## src/rtl/bcd_pkg.sv

```systemverilog
// Shared types and constants for the packed-BCD arithmetic blocks.
package bcd_pkg;

  typedef logic [3:0] bcd_digit_t;

  localparam int unsigned BCD_BASE = 10;
  localparam int unsigned BCD_MAX  = 9;

  typedef enum logic [1:0] {
    IDLE = 2'd0,
    RUN  = 2'd1,
    DONE = 2'd2
  } bcd_sub_state_t;

  function automatic logic bcd_digit_invalid(input bcd_digit_t x);
    return x > 4'(BCD_MAX);
  endfunction

endpackage

```

## src/rtl/bcd_digit_sub.sv

```systemverilog
// Combinational one-digit BCD subtract with borrow; invalid digits pass through uncorrected.
module bcd_digit_sub
  import bcd_pkg::*;
(
  input  bcd_digit_t a,
  input  bcd_digit_t b,
  input  logic       br_in,
  output bcd_digit_t diff,
  output logic       br_out
);

  logic [5:0] t;

  assign t = {2'b00, a} - {2'b00, b} - {5'b0_0000, br_in};

  // The difference lies in -16..15, so bits 5 and 4 both equal the sign.
  assign br_out = t[5] & t[4];
  assign diff   = t[5] ? (t[3:0] + 4'(BCD_BASE)) : t[3:0];

endmodule

```

## src/rtl/bcd_subtractor_serial.sv

```systemverilog
// Digit-serial packed-BCD subtractor D = A - B - Bin, LSD first, one digit per clock.
// Optional input-digit validity flag enabled by defining BCD_SUB_CHECK_EN.
module bcd_subtractor_serial
  import bcd_pkg::*;
#(
  parameter int unsigned DIGITS = 4
) (
  input  logic                clk,
  input  logic                rst,
  input  logic                in_valid,
  output logic                in_ready,
  input  logic [4*DIGITS-1:0] a,
  input  logic [4*DIGITS-1:0] b,
  input  logic                bin,
  output logic                out_valid,
  input  logic                out_ready,
  output logic [4*DIGITS-1:0] d,
  output logic                bout,
  output logic                err
);

  localparam int unsigned W  = 4 * DIGITS;
  localparam int unsigned CW = (DIGITS > 1) ? $clog2(DIGITS) : 1;
  localparam logic [CW-1:0] LAST_IDX = CW'(DIGITS - 1);

  bcd_sub_state_t state_q, state_d;

  logic [W-1:0]  a_sh_q, a_sh_d;
  logic [W-1:0]  b_sh_q, b_sh_d;
  logic [W-1:0]  res_q, res_d;
  logic [W-1:0]  d_q, d_d;
  logic [CW-1:0] cnt_q, cnt_d;
  logic          br_q, br_d;
  logic          bout_q, bout_d;
  logic          in_ready_q, in_ready_d;
  logic          out_valid_q, out_valid_d;

  bcd_digit_t    dig_diff;
  logic          dig_br;
  logic [W-1:0]  res_shift;
  logic          accept;
  logic          last_digit;

  assign accept     = (state_q == IDLE) && in_valid;
  assign last_digit = (cnt_q == LAST_IDX);
  assign res_shift  = W'({dig_diff, res_q} >> 4);

  bcd_digit_sub u_digit (
    .a      (a_sh_q[3:0]),
    .b      (b_sh_q[3:0]),
    .br_in  (br_q),
    .diff   (dig_diff),
    .br_out (dig_br)
  );

  // State register
  always_ff @(posedge clk) begin
    if (rst) begin
      state_q <= IDLE;
    end else begin
      state_q <= state_d;
    end
  end

  // Next-state logic
  always_comb begin
    state_d = state_q;
    case (state_q)
      IDLE:    if (in_valid)   state_d = RUN;
      RUN:     if (last_digit) state_d = DONE;
      DONE:    if (out_ready)  state_d = IDLE;
      default: state_d = IDLE;
    endcase
  end

  // Datapath and output next values
  always_comb begin
    a_sh_d      = a_sh_q;
    b_sh_d      = b_sh_q;
    res_d       = res_q;
    d_d         = d_q;
    cnt_d       = cnt_q;
    br_d        = br_q;
    bout_d      = bout_q;
    in_ready_d  = (state_d == IDLE);
    out_valid_d = (state_d == DONE);
    case (state_q)
      IDLE: begin
        if (accept) begin
          a_sh_d = a;
          b_sh_d = b;
          br_d   = bin;
          cnt_d  = '0;
          res_d  = '0;
        end
      end
      RUN: begin
        a_sh_d = a_sh_q >> 4;
        b_sh_d = b_sh_q >> 4;
        br_d   = dig_br;
        res_d  = res_shift;
        cnt_d  = cnt_q + CW'(1);
        if (last_digit) begin
          d_d    = res_shift;
          bout_d = dig_br;
        end
      end
      default: ;
    endcase
  end

  // Datapath registers
  always_ff @(posedge clk) begin
    if (rst) begin
      a_sh_q      <= '0;
      b_sh_q      <= '0;
      res_q       <= '0;
      d_q         <= '0;
      cnt_q       <= '0;
      br_q        <= 1'b0;
      bout_q      <= 1'b0;
      in_ready_q  <= 1'b1;
      out_valid_q <= 1'b0;
    end else begin
      a_sh_q      <= a_sh_d;
      b_sh_q      <= b_sh_d;
      res_q       <= res_d;
      d_q         <= d_d;
      cnt_q       <= cnt_d;
      br_q        <= br_d;
      bout_q      <= bout_d;
      in_ready_q  <= in_ready_d;
      out_valid_q <= out_valid_d;
    end
  end

`ifdef BCD_SUB_CHECK_EN
  logic any_bad;
  logic err_q, err_d;

  // Flag any non-decimal nibble in either operand at accept time
  always_comb begin
    any_bad = 1'b0;
    for (int unsigned i = 0; i < DIGITS; i++) begin
      if (bcd_digit_invalid(a[4*i +: 4]) || bcd_digit_invalid(b[4*i +: 4])) begin
        any_bad = 1'b1;
      end
    end
  end

  always_comb begin
    err_d = err_q;
    if (accept) begin
      err_d = any_bad;
    end else if ((state_q == DONE) && out_ready) begin
      err_d = 1'b0;
    end
  end

  always_ff @(posedge clk) begin
    if (rst) begin
      err_q <= 1'b0;
    end else begin
      err_q <= err_d;
    end
  end

  assign err = err_q;
`else
  assign err = 1'b0;
`endif

  assign in_ready  = in_ready_q;
  assign out_valid = out_valid_q;
  assign d         = d_q;
  assign bout      = bout_q;

endmodule

```

## config.mk

```make
export PLATFORM = sky130hd
export DESIGN_NAME = bcd_subtractor_serial
export DESIGN_NICKNAME = d
export VERILOG_FILES = /design/src/rtl/bcd_pkg.sv /design/src/rtl/bcd_digit_sub.sv /design/src/rtl/bcd_subtractor_serial.sv
export SDC_FILE = /design/constraint.sdc
export NUM_CORES = 1
export LEC_CHECK = 0
export ABC_AREA = 1
export BUFFER_PORTS_ARGS = -buffer_cell sky130_fd_sc_hd__buf_2
export CAP_MARGIN = 10
export CELL_PAD_IN_SITES_DETAIL_PLACEMENT = 1
export CELL_PAD_IN_SITES_GLOBAL_PLACEMENT = 1
export CORE_ASPECT_RATIO = 0.75
export CORE_MARGIN = 4
export CORE_UTILIZATION = 42
export CTS_CLUSTER_DIAMETER = 30
export CTS_CLUSTER_SIZE = 10
export DETAILED_ROUTE_END_ITERATION = 10
export MAX_ROUTING_LAYER = met4
export PLACE_DENSITY = 0.8
export SLEW_MARGIN = 20
export SYNTH_ARGS = -nofsm -noshare
export SYNTH_HDL_FRONTEND = slang
export SYNTH_SLANG_ARGS = --single-unit
```

## constraint.sdc

```tcl
create_clock -name clk -period 3.69 [get_ports clk]
set_input_delay 0.1845 -clock clk [delete_from_list [all_inputs] [get_ports clk]]
set_output_delay 0.1845 -clock clk [all_outputs]
set_load 0.01 [all_outputs]
```

[Word level (Yosys, flattened, before mapping)]
Cells that the tools add are included.
Widths: inputs -> output; s select.
Storage, ports and cells
  output and inout port bits: 20
  bits in registers: 72
  input port bits: 37
  logic and storage cells: 41
Cells by class
  bitwise operators: 1
  equality and inequality tests: 5
  muxes and demuxes: 15
  reductions and logical operators: 6
  $add $sub $neg: 4
Operators with widths (count)
  $pmux 16 s2: 3
  $mux 16: 3
  $mux 2: 4
  $eq 2x2->1 const B: 3
  $pmux 2 s3: 1
  $sub 6x1->6: 1
  $sub 4x4->5: 1
  $add 4x4->4 const B: 1
  $logic_not 2->1: 2
  $mux 4: 1
  $pmux 2 s2: 1
  $reduce_and 2->1: 2
  $add 2x1->2 const B: 1
  $eq 2x1->1 const B: 1
  $ne 2x2->1 const B: 1
  $pmux 1 s2: 1
  $reduce_bool 2->1: 1
  $and 1x1->1: 1
  $logic_and 1x1->1: 1
  $mux 1: 1

[Depth between registers and ports, before layout]
  depth in word-level cells: 5
  gate-level depth with buffers: 17
  depth with buffers taken out: 17

[Hierarchy]
From an unflattened synthesis, not the netlist that was laid out.
Unflattened totals
  cell total of the unflattened synthesis: 519
  area total of the unflattened synthesis: 3468.3 um^2
Modules (own cells, without submodules)
  bcd_subtractor_serial: cells each 463, times used 1, seq. area each 1361.3 um^2, area an instance 3084.2 um^2
  bcd_digit_sub: cells each 56, times used 1, seq. area each 0.0 um^2, area an instance 384.1 um^2

[Worst setup path before layout]
Ideal clock, no wire load.
  path kind: register -> register
  start point: register a_sh_q[0]
  end point: register d_q[14], in the netlist d[14]
  data required time: 3.558 ns
  stages on the path, launching flop included: 16
  clock period less this slack: 2.077 ns
  slack: 1.613 ns
  buffers on the path: 0
  arrival time: 1.945 ns
  library setup time: 0.132 ns
  cells stage by stage: dfxtp_1 > inv_1 > ha_1 > inv_1 > fa_1 > inv_1 > ha_1 > inv_1 > nor2_1 > inv_1 > nand2_1 > ha_1 > inv_1 > nand2_1 > nand3_1 > a21oi_1
Between the ends
  cells in the longest elaborated chain, start to end: 4
Ends and longest elaborated chain
  from (decl): RTL line bcd_subtractor_serial.sv:28  | logic [W-1:0] a_sh_q, a_sh_d;
  from (signal assigned): RTL line bcd_subtractor_serial.sv:125  | a_sh_q <= a_sh_d;
  $sub 4x4->5 (*): RTL line bcd_digit_sub.sv:14  | assign t = {2'b00, a} - {2'b00, b} - {5'b0_0000, br_in};
  $sub 6x1->6 (*): RTL line bcd_digit_sub.sv:14
  $add 4x4->4: RTL line bcd_digit_sub.sv:18  | assign diff = t[5] ? (t[3:0] + 4'(BCD_BASE)) : t[3:0];
  $mux 4 (*): RTL line bcd_digit_sub.sv:18
  to (signal assigned): RTL line bcd_subtractor_serial.sv:118  | d_q <= '0;
  to (signal assigned): RTL line bcd_subtractor_serial.sv:128  | d_q <= d_d;
  to (decl): RTL line bcd_subtractor_serial.sv:31  | logic [W-1:0] d_q, d_d;
Mark *: on every way between the ends. The rest lies on a longest branch, timed or not.
A chain may end at the register's enable or synchronous reset.

[Final worst setup path]
  start point: register a_sh_q[0]
  end point: register d_q[15], in the netlist d[15]
Same word-level chain as after synthesis.

==> reports/results.txt <==
The die covers 8460 sq um. After clock tree synthesis, the flow added hold-fix buffers numbering 0. Data arrival time of the critical path: 2.61 ns. Counting flops and latches in the post-synthesis netlist gives 68. The run gives 57 as the I/O pin total. Combinational cells account for 16.5% of the total power.

The kind of critical path is flop to flop. Wires add up to 7770 um. STA puts the critical path data required time at 3.96 ns. The total number of placement rows was 26. Sequential elements use 46.0% of the synthesized area. The worst hold path belongs to the class input pin to flop. For this design the ratio of total power to cell area is 487 nW/um^2.

The global routing usage on met3 was 5.70%. The biggest area consumer among synthesized cells is sky130_fd_sc_hd__dfxtp_1. After layout, the worst path uses 63.2% of the clock period. The routed layout has 2,712 vias. Using the TritonRoute via totals, the vias-per-cell ratio works out to 5.18. The part of the power in the clock network is 35.3%, and the total number of H-tree levels is 3. Yosys instantiated no cell more often than sky130_fd_sc_hd__nand2_1. Counting stages on the worst path, the most repeated cell is sky130_fd_sc_hd__inv_1. The wire length of the first global-routing pass is 13,300 um.

Buffers placed on the I/O ports in this run total 55. The tools report the initial antenna violation count as 0. The run gives 0 as the quantity of gates resized following cts. Area growth from synthesis to final layout: 14.8%. Setup violations remaining at the end of the flow were counted as 0. For this run, the number of Yosys warnings is 0.

The utilization after layout came out at 49.7%. For the number of maximum-capacitance violations, the log shows 0. Based on the critical path, the design can be clocked at up to 0.429 GHz. For this run, the total global-route usage over all layers was measured as 20.5%. The most common flop cell mapped by yosys is sky130_fd_sc_hd__dfxtp_1.

Summed over all cells, the static leakage comes to 1.61 nW. The logs give 0 ns for the post-route setup TNS and 0 for the count of final max-slew check failures. The logs give 0 for the total DRC errors in the routed layout and 29 for the number of unique standard cell types used by synthesis. Number of enable-type register cells in the synthesized netlist: 0.

The placeable core area was 6830 sq um; the vertical extent of the die was 80.7 um. The share of flip-flops with an asynchronous set or reset after synthesis was 0%. The type of destination of the critical path is a flop.

Hold timing on the final database bottoms out at a slack of 0.0800 ns. Entering global routing, the biggest net connects 39 pins. By area the synthesized netlist is led by sky130_fd_sc_hd__dfxtp_1, sky130_fd_sc_hd__nand2_1, sky130_fd_sc_hd__a21oi_1. The internal portion of the total power is 0.00118 W. Clock tree synthesis inserted a total of 9 buffers. Clock tree synthesis found a total of 68 sinks. The share of post-route cells with drive strength above 1 is 20.0%. For the worst flop-to-flop path, the logic depth is 16. For the cell count after synthesis, the log shows 393.

Once the floorplan was initialized, standard cells occupied 43.3% of the core. The run gives 33.1% as the met2 layer usage reported by global route. After the last flow step, the layout net total stands at 484. The slew of the pin with the lowest slew margin was 1.01 ns. The power consumption is 0.00166 W, and the clock transition time at the flip-flop clock pins of the worst setup and hold paths is 0.07 ns.

The slowest cell on the critical path is sky130_fd_sc_hd__fa_1. The net count after synthesis was 439. The area share of the largest cell type after synthesis was 46.0%; the count of nets left with antenna violations after detail routing was 0. The clock tree skew after final layout was 0.00671 ns. For the number of global-route vias before repair, the log shows 2,746.

The final period demand of the worst path was 2.33 ns; the worst IR drop on VDD was 0.200 mV. TritonCTS built the clock tree. After synthesis, the most frequently instantiated cells are sky130_fd_sc_hd__nand2_1, sky130_fd_sc_hd__dfxtp_1, sky130_fd_sc_hd__a21oi_1, sky130_fd_sc_hd__nor2_1, sky130_fd_sc_hd__inv_1. The final-report hold violation count was 0. For this run, global-route usage on met1 was measured as 25.4%. The switching part of the total was 28.4%. The largest incremental delay on the critical path was 0.49 ns; the average cell area after synthesis was 7.53 sq um. Setup repair after global routing left no endpoint under its margin.

The tools report the cell at the root of the clock tree as sky130_fd_sc_hd__clkbuf_8. At the end of routability-driven placement, the weighted congestion stood at 0.796. Number of search-and-repair iterations in the first detailed-routing pass: 5. The critical path goes through inv_1, ha_1, inv_1, fa_1, inv_1, ha_1, inv_1, nor2_1, inv_1, nand2_1, ha_1, inv_1, nand4_1, nand2_1, nand2_1, a21oi_1.

The global routing's busiest layer was met2. For the number of post-CTS setup repair buffers, the log shows 0. The switching power summed over all nets was 0.000470 W; the filler cell count in the final layout was 894. The number of antenna diodes in the final layout is 0. Along the worst path, the maximum fanout reaches 3. Dividing the detail-routed wire length by the instance count gives 14.8 um. In this run, the number of DRC markers left after iteration 0 of detailed routing was 118. Summed over all layers, the global routing overflow is 0. The flow ran to the end, and the final reports show no timing, DRC or antenna violations. Counting both buffers and inverters, the worst setup path holds a total of 6.

The floorplan step set the die width to 105 um. In this run the tightest slew margin relative to its limit is 32.2%. Critical path's top delay family: adder cells.

For the cell area after synthesis, the log shows 2960 sq um. Kind of start point of the critical path: a flop. The instance count on the critical path was 16.

At the later pin of the worst-skew pair, clock insertion delay measures 0.34 ns. Sequential cells account for 48.2% of the total power. The worst hold path passes through 3 cells. Detailed placement ended at an HPWL of 5310 um. In this run the deepest clock path goes through 2 buffers.
==> tightest hold or removal path: stages <==
cell and delay [ns]:
sky130_fd_sc_hd__buf_2 0.09, sky130_fd_sc_hd__nand2_1 0.05, sky130_fd_sc_hd__a21oi_1 0.05
==> logic make-up after synthesis <==
kind of cell / synth area share (%)
compound gates: 17.4
fa+ha+maj: 4.06
buf+inv: 8.33
flops: 46.0
other cells: 0.127
simple gates: 24.0
==> flip-flops by register name, indices dropped and copies added (netlist names), 2 cells and up <==
name     flops
b_sh_q      16
d           16
res_q       12
state_q      2
a_sh_q      16
cnt_q        2
==> worst paths after layout <==
path,start,end,slack (ns)
worst max-delay path,a_sh_q[0]$_SDFFE_PP0P_,d[15]$_SDFFE_PP0P_,1.36
worst min-delay path,a[13],a_sh_q[13]$_SDFFE_PP0P_,0.08
worst max register to register,a_sh_q[0]$_SDFFE_PP0P_,d[15]$_SDFFE_PP0P_,1.36
worst min register to register,d[13]$_SDFFE_PP0P_,d[13]$_SDFFE_PP0P_,0.46
==> power groups by stage <==
stage | combinational [W] | clock [W] | sequential [W]
global placement | 0.000256 | 0 | 0.000811
floorplan | 0.000204 | 0 | 0.000806
CTS | 0.000274 | 0.000599 | 0.000797
global route | 0.000316 | 0.000636 | 0.000802
finish | 0.000273 | 0.000585 | 0.000797
detailed placement | 0.000269 | 0 | 0.000813
==> placed cells by master, fill, tap and decap left out, drive strengths merged, types with 2 or more instances in the layout <==
cell    count
nand2     117
inv        30
clkinv      3
ha          8
a31oi      15
nor2       36
clkbuf     10
nand3      11
buf        56
o21ai      34
a21oi      35
dfxtp      68
nand4       2
a22oi       7
==> through the flow <==
step           cells  area [sq um]  setup WS, ns
3_5_place_dp     511          3220          1.40
5_1_grt          524          3400          1.18
4_1_cts          524          3400          1.35
6_report         524          3400          1.36
3_3_place_gp     511          3220          1.52
2_1_floorplan    393          2960          1.61
==> cell type report <==
cell class | count | area (sq um) | area share, %
Sequential cell | 68 | 1360 | 40.1
Multi-Input combinational cell | 272 | 1350 | 39.8
Timing Repair Buffer | 56 | 283 | 8.33
Clock buffer | 10 | 138 | 4.05
Inverter | 31 | 119 | 3.50
Tap cell | 84 | 105 | 3.10
Clock inverter | 3 | 40.0 | 1.18
==> metal layers <==
metal | vias to the layer above | part of all wire (%)
met2 | 43 | 47
met3 | 4 | 4.3
met4 | 0 | 0.68
li1 | 1362 | -
met1 | 1303 | 48
met5 | - | 0
No activity file was read; power rests on OpenSTA's default activity.
